==> src/rtl/div_seq_pkg.sv <==
// rtl/div_seq_pkg.sv - shared CPU constants and div_seq state encoding
package div_seq_pkg;

  localparam int WIDTH     = 32;
  localparam int DIV_ITERS = 32;
  localparam int CNT_W     = 6;

  typedef enum logic [1:0] {
    IDLE = 2'd0,
    CALC = 2'd1,
    FIX  = 2'd2
  } divState_t;

  // Magnitude of a signed operand, one bit wider so that |-2^31| is exact
  function automatic logic [WIDTH:0] absVal(input logic [WIDTH-1:0] v);
    logic [WIDTH:0] ext;
    ext = {v[WIDTH-1], v};
    return v[WIDTH-1] ? (~ext + {{WIDTH{1'b0}}, 1'b1}) : ext;
  endfunction

endpackage

==> src/rtl/div_step.sv <==
// rtl/div_step.sv - one restoring-division iteration
module div_step
  import div_seq_pkg::*;
(
  input  logic [WIDTH-1:0] remIn,
  input  logic             nextBit,
  input  logic [WIDTH:0]   divisorMag,
  output logic [WIDTH-1:0] remOut,
  output logic             qBit
);

  logic [WIDTH:0] shifted;
  logic [WIDTH:0] diff;

  // Shift in the next dividend bit and subtract the divisor when it fits
  always_comb begin
    shifted = {remIn, nextBit};
    diff    = shifted - divisorMag;
    qBit    = (shifted >= divisorMag);
    remOut  = WIDTH'(qBit ? diff : shifted);
  end

endmodule

==> src/rtl/div_seq.sv <==
// rtl/div_seq.sv - sequential signed 32-bit divider (MIPS DIV semantics)
module div_seq
  import div_seq_pkg::*;
(
  input  logic             clk,
  input  logic             reset,
  input  logic             start,
  input  logic [WIDTH-1:0] dividend,
  input  logic [WIDTH-1:0] divisor,
  output logic             busy,
  output logic             done,
  output logic             div_zero,
  output logic [WIDTH-1:0] hi,
  output logic [WIDTH-1:0] lo
);

  divState_t        state;
  divState_t        stateNext;
  logic [CNT_W-1:0] iterCount;
  logic [WIDTH-1:0] workQ;      // dividend bits shift out MSB-first, quotient bits shift in
  logic [WIDTH-1:0] remReg;
  logic [WIDTH-1:0] remStep;
  logic [WIDTH:0]   divisorMag;
  logic [WIDTH:0]   divisorAbs;
  logic             signQ;
  logic             signR;
  logic             qBit;
  logic             zeroReq;
  logic             accept;
  logic             lastIter;

  assign divisorAbs = absVal(divisor);
  assign zeroReq    = (state == IDLE) && start && (divisor == '0);
  assign accept     = (state == IDLE) && start && (divisor != '0);
  assign lastIter   = (iterCount == CNT_W'(DIV_ITERS - 1));
  assign busy       = (state != IDLE);

  div_step uStep (
    .remIn      (remReg),
    .nextBit    (workQ[WIDTH-1]),
    .divisorMag (divisorMag),
    .remOut     (remStep),
    .qBit       (qBit)
  );

  // State register
  always_ff @(posedge clk) begin
    if (reset) state <= IDLE;
    else       state <= stateNext;
  end

  // Next-state: IDLE -> CALC on an accepted start, 32 CALC cycles, one FIX cycle
  always_comb begin
    stateNext = state;
    case (state)
      IDLE:    if (accept) stateNext = CALC;
      CALC:    if (lastIter) stateNext = FIX;
      FIX:     stateNext = IDLE;
      default: stateNext = IDLE;
    endcase
  end

  // Datapath: operand latch, iteration, sign fix-up and result commit
  always_ff @(posedge clk) begin
    if (reset) begin
      done       <= 1'b0;
      div_zero   <= 1'b0;
      hi         <= '0;
      lo         <= '0;
      iterCount  <= '0;
      workQ      <= '0;
      remReg     <= '0;
      divisorMag <= '0;
      signQ      <= 1'b0;
      signR      <= 1'b0;
    end else begin
      done <= 1'b0;
      case (state)
        IDLE: begin
          if (zeroReq) begin
            done     <= 1'b1;
            div_zero <= 1'b1;
          end else if (accept) begin
            workQ      <= WIDTH'(absVal(dividend));
            divisorMag <= divisorAbs;
            signQ      <= dividend[WIDTH-1] ^ divisor[WIDTH-1];
            signR      <= dividend[WIDTH-1];
            div_zero   <= 1'b0;
            remReg     <= '0;
            iterCount  <= '0;
          end
        end
        CALC: begin
          remReg    <= remStep;
          workQ     <= {workQ[WIDTH-2:0], qBit};
          iterCount <= iterCount + CNT_W'(1);
        end
        FIX: begin
          lo   <= signQ ? -workQ : workQ;
          hi   <= signR ? -remReg : remReg;
          done <= 1'b1;
        end
        default: ;
      endcase
    end
  end

endmodule
==> config.mk <==
export PLATFORM = sky130hd
export DESIGN_NAME = div_seq
export DESIGN_NICKNAME = d
export VERILOG_FILES = /design/src/rtl/div_seq_pkg.sv /design/src/rtl/div_step.sv /design/src/rtl/div_seq.sv
export SDC_FILE = /design/constraint.sdc
export NUM_CORES = 1
export LEC_CHECK = 0
export BUFFER_PORTS_ARGS = -buffer_cell sky130_fd_sc_hd__buf_4
export CAP_MARGIN = 40
export CORE_UTILIZATION = 60
export CTS_CLUSTER_DIAMETER = 120
export CTS_CLUSTER_SIZE = 10
export DETAILED_ROUTE_END_ITERATION = 10
export HOLD_SLACK_MARGIN = 0.12
export PLACE_DENSITY = 0.84
export SLEW_MARGIN = 10
export SYNTH_ARGS = -nofsm -noshare
export SYNTH_HDL_FRONTEND = slang
export SYNTH_SLANG_ARGS = --single-unit
==> constraint.sdc <==
create_clock -name clk -period 5.7 [get_ports clk]
set_input_delay 0.285 -clock clk [delete_from_list [all_inputs] [get_ports clk]]
set_output_delay 0.285 -clock clk [all_outputs]
set_load 0.005 [all_outputs]
==> results.yml <==
detailed_routing:
  routed_wire_length_per_instance_um: 16.41
  route.final.wire_length_um: 27450
  drtPass1Iterations: 5
  antenna_violating_nets_post_route: 0
  detail_route.vias_per_cell: 6.012
  route.detailed.drc: 0
  drt-initial-drc-count: 868
  vias: 10058
synth:
  ys_types: 67
  syn_nets: 1465
  synth_top_flop_cell: "dfxtp_1"
  synth_cells: 1359
  synth_enable_flop_cells: 0
  synth-seq-area-share_pct: 32.32
  yosysWarnings: 0
  ys_async_sr_fraction_pct: 0
  mappedNetlistArea_um2: 10720
  synth-seq-cells: 173
  syn_avg_cell_area_um2: 7.885
finish:
  postLayoutCellArea_um2: 12360
  antennaDiodeCount: 0
  final_layout_size_suffix_gt1_share_pct: 14.09
  area.growth.synth_to_final_pct: 15.32
  fin_util_pct: 71.19
  number_of_nets_at_the_end_of_the_flow: 1541
clock_network:
  postCtsHoldBufs: 0
  clock_sink_count: 173
  cts_tree: "built"
  cts_inserted_buffers: 17
  clock_slew_at_the_register_clock_pins_of_the_worst_setup_and_hold_paths_ns: 0.07
  clock_tree.root_cell: "clkbuf_16"
  cts-htree-levels: 4
  cts.path.max_buffers: 2
  worstSkewPairLatency_ns: 0.44
  cts_resized: 0
  post_cts_buffers: 0
worst_setup_path:
  timing.critical_path.cells: "ha_1, and4_1, or3b_1, a31oi_1, or3_1, o31ai_2, o31a_1, o211a_1, buf_4, mux2i_1, o21ai_0"
  r2r.worst_path.cells: 11
  cp.arrival_ns: 4.15
  cp-end-kind: "flop"
  timing.rr.start: "remReg[6]"
  worst_path_largest_cell_delay_ns: 0.51
  critical_path_buf_inv_count: 1
  endpoint_required_time_on_the_critical_path_ns: 6.02
  critPathMaxFanout: 26
  crit_end: "remReg[10]"
  worst_path_dominant_cell_family: "compound AO/OA/AOI/OAI gates"
  critical_path_depth: 11
  crit_path_start: "remReg[6]"
  criticalPathCategory: "reg -> reg"
  r2r_setup_slack_ns: 1.87
  cell_with_the_largest_stage_delay_on_the_worst_path: "o211a_1"
  reg2reg_to: "remReg[10]"
  crit_path_start_kind: "flop"
sta:
  totalNegativeSetupSlack_ns: 0
  final.min_clock_period_ns: 3.834
  report.final.slew_viol_count: 0
  clock_skew_ns: 0.01584
  tightestPinTransition_ns: 0.8773
  timing.slew.headroom_pct: 41.51
  rsz0062_at_grt: "no"
  timing.final.ws_setup_ns: 1.866
  timing.final.hold_violations: 0
  fmaxAchievable_ghz: 0.2608
  timing.final.setup_violations: 0
  share_of_the_cycle_needed_by_the_critical_path_after_routing_pct: 67.27
global_routing:
  grt-ovfl-total: 0
  global_route_wire_length_before_repair_um: 43520
  largest_net_degree_at_the_start_of_global_routing: 87
  grt_antenna_before_repair: 0
  first_global_vias: 8611
  grtUsageTotal_pct: 29.74
place:
  place_area_um2: 11790
  port-buffer-count: 133
  gp_congestion: 0.9315
  detailedPlace.worstSlack_ns: 1.933
  hpwlAfterDp_um: 20140
die:
  ioPinCount: 134
  chipHeight_um: 135.6
  floorplan.die_area_um2: 18400
  dieWidth_um: 135.6
  fp-row-count: 48
  core_region_area_um2: 17360
  start_util_pct: 61.74
min_path:
  hold_path_class: "in -> reg"
power:
  p_sw_share_pct: 35.78
  powerDensity_nw_per_um2: 310.7
  power.share.clock_pct: 29.5
  leakagePower_nw: 5.036
  totalPowerFinal_mw: 3.840
  seqPwrFrac_pct: 36.3
  p_int_mw: 2.466
  combinational_group_share_of_total_power_pct: 34.1
  ir_worst_vdd_uv: 246.5
  netSwitchingPower_mw: 1.374
outcome:
  status: "completed"
run:
  drv_cap: 0
[worst min-delay path: cells and delay by family]
kind / cells / cell delay [ns]
simple gates: 1 / 0.06
compound gates: 1 / 0.05
buf+inv: 1 / 0.13
[cell usage in the layout, fill, tap and decap left out, types with 38 or more instances in the layout]
cell type / Yosys / routed
xnor2_1: 39 / 39
xor2_1: 103 / 103
a211oi_1: 86 / 86
a21oi_1: 79 / 79
nand2_1: 172 / 171
nor2_1: 124 / 123
buf_4: 2 / 142
dfxtp_1: 173 / 173
ha_1: 38 / 38
inv_1: 51 / 51
o21ai_0: 82 / 82
[synth_stat cells, types with 4 or more instances]
| cell | number | area share, % |
|---|---|---|
| buf_1 | 7 | 0.25 |
| o31ai_1 | 33 | 2.3 |
| xnor2_1 | 39 | 3.2 |
| nand3_1 | 22 | 1.0 |
| xor2_1 | 103 | 8.4 |
| or4_1 | 12 | 0.84 |
| a21o_1 | 7 | 0.49 |
| a221oi_1 | 6 | 0.49 |
| nand4_1 | 12 | 0.70 |
| o21a_1 | 5 | 0.35 |
| a31oi_1 | 5 | 0.29 |
| and2_1 | 4 | 0.23 |
| a211oi_1 | 86 | 6.0 |
| o21ai_0 | 82 | 3.8 |
| or2_2 | 7 | 0.41 |
| inv_1 | 51 | 1.8 |
| ha_1 | 38 | 4.4 |
| a32oi_1 | 6 | 0.49 |
| nand2_1 | 172 | 6.0 |
| o21bai_1 | 8 | 0.56 |
| nor2_1 | 124 | 4.3 |
| and3_1 | 8 | 0.47 |
| nor4_1 | 10 | 0.58 |
| clkbuf_1 | 63 | 2.2 |
| a21oi_1 | 79 | 3.7 |
| or3_1 | 11 | 0.64 |
| buf_2 | 17 | 0.79 |
| o211ai_1 | 26 | 1.8 |
| o41ai_1 | 20 | 1.6 |
| nor2b_1 | 9 | 0.53 |
| or4_4 | 4 | 0.42 |
| nand2b_1 | 10 | 0.58 |
| mux2i_1 | 28 | 2.6 |
| nor3_1 | 27 | 1.3 |
| dfxtp_1 | 173 | 32 |
[per-stage QoR]
| stage | hold slack, ns | cells |
|---|---|---|
| 2_1_floorplan | 0.4210 | 1359 |
| 3_5_place_dp | 0.4488 | 1641 |
| 4_1_cts | 0.1216 | 1673 |
| 6_report | 0.1254 | 1673 |
| 5_1_grt | 0.1445 | 1673 |
| 3_3_place_gp | 0.4399 | 1637 |
[how the worst min path moves through the flow]
| stage | depth (start not counted) | from | endpoint |
|---|---|---|---|
| 3_5_place_dp | 2 | hi[0] | hi[0] |
| 5_1_grt | 3 | divisor[0] | divisorMag[0] |
| 6_report | 3 | divisor[0] | divisorMag[0] |
| 4_1_cts | 3 | divisor[0] | divisorMag[0] |
| 2_1_floorplan | 2 | divisor[0] | divisorMag[0] |
| 3_3_place_gp | 2 | lo[31] | lo[31] |
[cell families (layout without fill, tap and decap cells)]
family                   Yosys count  after routing  synth area share [%]
adder cells (fa/ha/maj)           39             39                 4.624
AND/OR/NAND/NOR                  452            452                 19.70
buffers and inverters            140            229                 5.173
multiplexers                      29             29                 2.721
flip-flops                       173            173                 32.32
AO/OA/AOI/OAI                    384            384                 23.86
XOR/XNOR                         142            142                 11.61
[routing by layer]
layer / vias to the layer above / routed length [um] / global-route usage [%]
met1: 4572 / 13410 / 45.77
met4: 0 / 314 / 7.179
met5: - / 0 / 0
met3: 31 / 2356 / 3.629
met2: 403 / 11370 / 43.28
li1: 5052 / - / -
[cell type report]
cell class,instances,area [um^2]
Multi-Input combinational cell,1046,6713
Fill cell,1400,5000
Sequential cell,173,3463
Timing Repair Buffer,146,1140
Clock buffer,21,460.4
Tap cell,225,281.5
Inverter,51,191.4
Clock inverter,11,107.6
[power groups by stage]
stage | combinational (mW) | sequential (mW) | clock [mW]
finish | 1.31 | 1.40 | 1.13
global route | 1.43 | 1.40 | 1.19
floorplan | 1.03 | 1.37 | 0
global placement | 1.26 | 1.41 | 0
CTS | 1.29 | 1.39 | 1.13
detailed placement | 1.28 | 1.42 | 0
[flip-flops by register name (all words and copies together), names as in the netlist]
register,count
hi,32
divisorMag,33
remReg,32
workQ,32
lo,32
iterCount,6
div_zero,1
signQ,1
state,2
signR,1
done,1
(Power assumes the default switching activity.)
